--- config.mk ---
export PLATFORM = sky130hd
export DESIGN_NAME = register_pipeline_ctrl
export DESIGN_NICKNAME = d
export VERILOG_FILES = /design/src/rtl/register_pipeline_pkg.sv /design/src/rtl/register_pipeline_ctrl.sv
export SDC_FILE = /design/constraint.sdc
export NUM_CORES = 1
export LEC_CHECK = 0
export CAP_MARGIN = 25
export CORE_AREA = 2 2 39 41
export CTS_CLUSTER_DIAMETER = 150
export CTS_CLUSTER_SIZE = 40
export DETAILED_ROUTE_END_ITERATION = 7
export DIE_AREA = 0 0 41 43
export DONT_BUFFER_PORTS = 1
export GPL_ROUTABILITY_DRIVEN = 0
export SLEW_MARGIN = 30
export SYNTH_ARGS = -nofsm -noshare
export SYNTH_HDL_FRONTEND = slang
export SYNTH_SLANG_ARGS = --single-unit
export TNS_END_PERCENT = 5
--- constraint.sdc ---
create_clock -name CLK -period 1.43 [get_ports CLK]
set_input_delay 0.286 -clock CLK [delete_from_list [all_inputs] [get_ports CLK]]
set_output_delay 0.286 -clock CLK [all_outputs]
set_load 0.005 [all_outputs]
--- src/rtl/register_pipeline_pkg.sv ---
// Shared types for the register pipeline flow controller.
// Holds the controller state encoding and the occupancy-width helper.
package register_pipeline_pkg;

    typedef enum logic [1:0] {
        CTRL_IDLE   = 2'd0,
        CTRL_ACTIVE = 2'd1,
        CTRL_DRAIN  = 2'd2
    } ctrl_state_t;

    // Smallest width (at least 1) able to encode n distinct values.
    function automatic int clog2_cnt(input int n);
        int w;
        w = 1;
        for (int i = 0; i < 32; i++) begin
            if ((64'd1 << w) < 64'(n)) begin
                w = w + 1;
            end
        end
        return w;
    endfunction

endpackage

--- src/rtl/register_pipeline_ctrl.sv ---
// Valid/ready to clock-enable controller for a shared-CE register pipeline; latency NUM_STAGES, 1 item/cycle.
// Backpressure: M_VALID & !M_READY freezes every stage (bubbles kept); FLUSH drains, ABORT discards.
module register_pipeline_ctrl
    import register_pipeline_pkg::*;
#(
    parameter int NUM_STAGES = 1,
    parameter int CNT_WIDTH  = clog2_cnt(NUM_STAGES + 1)
) (
    input  logic                 CLK,
    input  logic                 RSTN,
    input  logic                 S_VALID,
    output logic                 S_READY,
    output logic                 M_VALID,
    input  logic                 M_READY,
    output logic                 PIPE_CE,
    input  logic                 FLUSH,
    input  logic                 ABORT,
    output logic                 FLUSH_DONE,
    output logic [CNT_WIDTH-1:0] OCCUPANCY,
    output logic                 BUSY
);

    logic [NUM_STAGES-1:0] vld;
    logic [NUM_STAGES-1:0] vld_shift;
    logic [CNT_WIDTH-1:0]  occ;
    logic [CNT_WIDTH-1:0]  occ_next;
    ctrl_state_t           state;
    ctrl_state_t           state_next;
    logic                  advance;
    logic                  accept;
    logic                  deliver;

    assign M_VALID   = vld[NUM_STAGES-1];
    assign advance   = ~M_VALID | M_READY;
    assign PIPE_CE   = RSTN & advance;
    assign S_READY   = RSTN & advance & (state != CTRL_DRAIN);
    assign accept    = S_VALID & S_READY;
    assign deliver   = M_VALID & M_READY;
    assign OCCUPANCY = occ;
    assign BUSY      = (state != CTRL_IDLE);

    // In DRAIN S_READY is low, so the shifted-in bit is a bubble.
    generate
        if (NUM_STAGES == 1) begin : g_single
            assign vld_shift = accept;
        end else begin : g_chain
            assign vld_shift = {vld[NUM_STAGES-2:0], accept};
        end
    endgenerate

    always_comb begin
        occ_next = occ;
        if (accept && !deliver) begin
            occ_next = occ + CNT_WIDTH'(1);
        end else if (!accept && deliver) begin
            occ_next = occ - CNT_WIDTH'(1);
        end
    end

    // FLUSH_DONE fires in the last DRAIN cycle, so BUSY drops on the following cycle.
    always_comb begin
        state_next = state;
        FLUSH_DONE = 1'b0;
        case (state)
            CTRL_IDLE: begin
                if (FLUSH) begin
                    state_next = CTRL_DRAIN;
                end else if (accept) begin
                    state_next = CTRL_ACTIVE;
                end
            end
            CTRL_ACTIVE: begin
                if (FLUSH) begin
                    state_next = CTRL_DRAIN;
                end else if (occ_next == '0) begin
                    state_next = CTRL_IDLE;
                end
            end
            CTRL_DRAIN: begin
                if (occ_next == '0) begin
                    state_next = CTRL_IDLE;
                    FLUSH_DONE = 1'b1;
                end
            end
            default: begin
                state_next = CTRL_IDLE;
            end
        endcase
        if (ABORT || !RSTN) begin
            state_next = CTRL_IDLE;
            FLUSH_DONE = 1'b0;
        end
    end

    // ABORT clears control state only; stale datapath contents are masked by M_VALID.
    always_ff @(posedge CLK) begin
        if (!RSTN || ABORT) begin
            vld   <= '0;
            occ   <= '0;
            state <= CTRL_IDLE;
        end else begin
            if (advance) begin
                vld <= vld_shift;
            end
            occ   <= occ_next;
            state <= state_next;
        end
    end

endmodule

==> reports/results.tsv <==
stage	metric	value	unit
timing	Max transition margin	0.790	
worst_setup_path	Critical Path Sink Type	primary output	
yosys	sequential-to-total area share from yosys stat	0.360	
pwr	Max IR drop VDD	0.000366	V
worst_setup_path	crit path max fanout	5	
grt	total global routing overflow	0	
timing	min cycle time layout	1320	ps
drt	Pre-antenna DRT Iters	4	
floorplan	die height	43	um
floorplan	core area	1380	um^2
worst_setup_path	Arr. time, crit path	1030	ps
yosys	FF+latch count, synth	4	
drt	via count	172	
place	worst slack at placement	72.6	ps
cells_and_area	Layout area overhead	25.3	%
cells_and_area	layout cells sized above 1	0.385	
cells_and_area	post-route cell area	279	um^2
timing	skew final	1.17	ps
yosys	ys async rst share	0	
yosys	Syn Nets	29	
worst_setup_path	CP Buf/Inv Count	0	
timing	crit share post-route	0.924	
place	detailed placement HPWL	333	um
drt	Avg Vias per Cell	4.10	
cts	latest clock arrival within the worst-skew pair	230	ps
timing	PnR worst setup slack	109	ps
cts	number of setup buffers added after CTS	0	
floorplan	Cell Rows	14	
yosys	number of enable flip-flop cells after synthesis	0	
worst_setup_path	CP Data Required Time	1140	ps
grt	first-pass GRT wire length	669	um
hold_path	min-delay worst type	in2reg	
yosys	top cells by area, synth	dfxtp_1 (36%), nand2b_1 (11%), nand4_4 (9.6%), a2111oi_2 (6.7%), a21oi_1 (4.5%)	
floorplan	die area	1760	um^2
drt	DR iter-0 viols	4	
worst_setup_path	critical path class	reg2out	
yosys	post-synthesis cell count	23	
cts	clk slew on worst S/H paths	40	ps
place	number of port buffers	0	
timing	Fin. Hold Viols	0	
cells_and_area	fillers	155	
drt	WL final	433	um
cells_and_area	antenna cell count	0	
floorplan	Die X-Extent	41	um
worst_setup_path	critical-path cell list	nand2_1 > xnor2_2 > nor3_2	
worst_setup_path	Largest stage delay, worst path	330	ps
worst_setup_path	CP Launch Type	flip-flop	
yosys	post-synth top area share	0.360	
timing	Worst Tran Pin Value	314	ps
grt	initial antenna violation count	0	
cts	root buffer cell	clkbuf_4	
cells_and_area	fin nets	34	
grt	largest net degree at the start of global routing	6	
grt	overall routing resource usage	0.0682	
run	Max Cap Viol	0	
cts	CTS Buffer Depth	2	
grt	vias in the first global route	164	
yosys	Synth Flop Type	dfxtp_1	
timing	unrepaired setup endpoints after global routing	false	
timing	setup violators final	0	
yosys	Syn Area/Cell	9.68	um^2
timing	fmax	757	MHz
pwr	PwrDens	1040	nW/um^2
cts	Sink Count	4	
cells_and_area	Non-Filler Instances	42	
cts	CTS tree	yes	
yosys	leading cell types by count after synthesis	dfxtp_1 (4), nand2b_1 (4), a21oi_1 (2)	
timing	max-slew violation count	0	
floorplan	I/O pin cnt	12	
cts	CTS buffer count	3	
timing	Setup TNS Final	0	ps
floorplan	Initial Utilization	0.161	
pwr	LEAKAGE	0.0975	nW
status	status	finished, final reports clean	
worst_setup_path	slowest CP cell	dfxtp_2	
yosys	cell taking the most area after synthesis	dfxtp_1	
drt	Remaining DRCs	0	
yosys	count of cell types in the netlist	16	
place	placed insts	39	
drt	WL/cell	10.3	um
worst_setup_path	Crit path max-delay family	flip-flops	
drt	remaining antenna violation count	0	
cts	H-tree depth	1	
place	Area after DPL	243	um^2
timing	hold slack	124	ps
yosys	synth warn	0	
yosys	Post-Syn Area	223	um^2
[cells in the final DEF (no fill, tap or decap), types with 2 or more instances in the layout]
cell	instances
a21oi_1	2
clkbuf_4	3
dfxtp_1	3
nand2b_1	4
[per-stage QoR]
step,utilization,power [mW]
4_1_cts,0.197,0.298
3_5_place_dp,0.175,0.150
6_report,0.202,0.290
3_3_place_gp,0.175,0.150
2_1_floorplan,-,0.146
5_1_grt,0.202,0.314
[sequential cells by signal, summed over array words and instances (netlist names)]
name and count:
M_VALID 1, OCCUPANCY 1, state 2
[what timing repair did]
item                                    CTS  global route
resized for setup                         1             2
endpoints found under the setup margin    1             1
hold endpoints to repair                  0             0
hold buffers                              0             0
[power breakdown]
group | internal, mW | total (mW) | switching (mW)
clock network | 0.0938 | 0.139 | 0.0454
logic | 0.0143 | 0.0302 | 0.0159
registers | 0.116 | 0.120 | 0.00410
[path summary, 6_finish.rpt]
path	startpoint	end	slack, ps	depth (start not counted)
setup reg to reg	state[0]$_SDFFE_PN0P_	state[0]$_SDFFE_PN0P_	150	4
setup / recovery	M_VALID$_SDFFE_PN0N_	FLUSH_DONE	110	3
hold / removal	FLUSH	state[0]$_SDFFE_PN0P_	120	1
hold reg to reg	state[1]$_SDFFE_PN0P_	state[0]$_SDFFE_PN0P_	500	1
[per-layer routing]
| layer | up-vias | part of all wire | global-route usage |
|---|---|---|---|
| li1 | 87 | - | - |
| met1 | 73 | 0.38 | 0.0577 |
| met2 | 12 | 0.40 | 0.0750 |
| met3 | 0 | 0.22 | 0.105 |
| met4 | 0 | 0 | 0.0400 |
| met5 | - | 0 | 0 |
[logic make-up (layout without fill, tap and decap cells)]
logic type / Yosys count / count (layout) / share of synthesized area
AO/OA/AOI/OAI: 4 / 4 / 0.146
XOR/XNOR: 2 / 2 / 0.0787
buffers and inverters: 0 / 3 / 0
flip-flops: 4 / 4 / 0.360
AND/OR/NAND/NOR: 13 / 13 / 0.416
[area by class of cell]
| cell class | count | area (um^2) | share of cell area |
|---|---|---|---|
| flip-flops and latches | 4 | 81.3 | 0.291 |
| multi-input cells | 19 | 155 | 0.556 |
| clock buffers | 3 | 22.5 | 0.0807 |
| well taps | 16 | 20.0 | 0.0717 |
No activity file was read; power rests on OpenSTA's default activity.
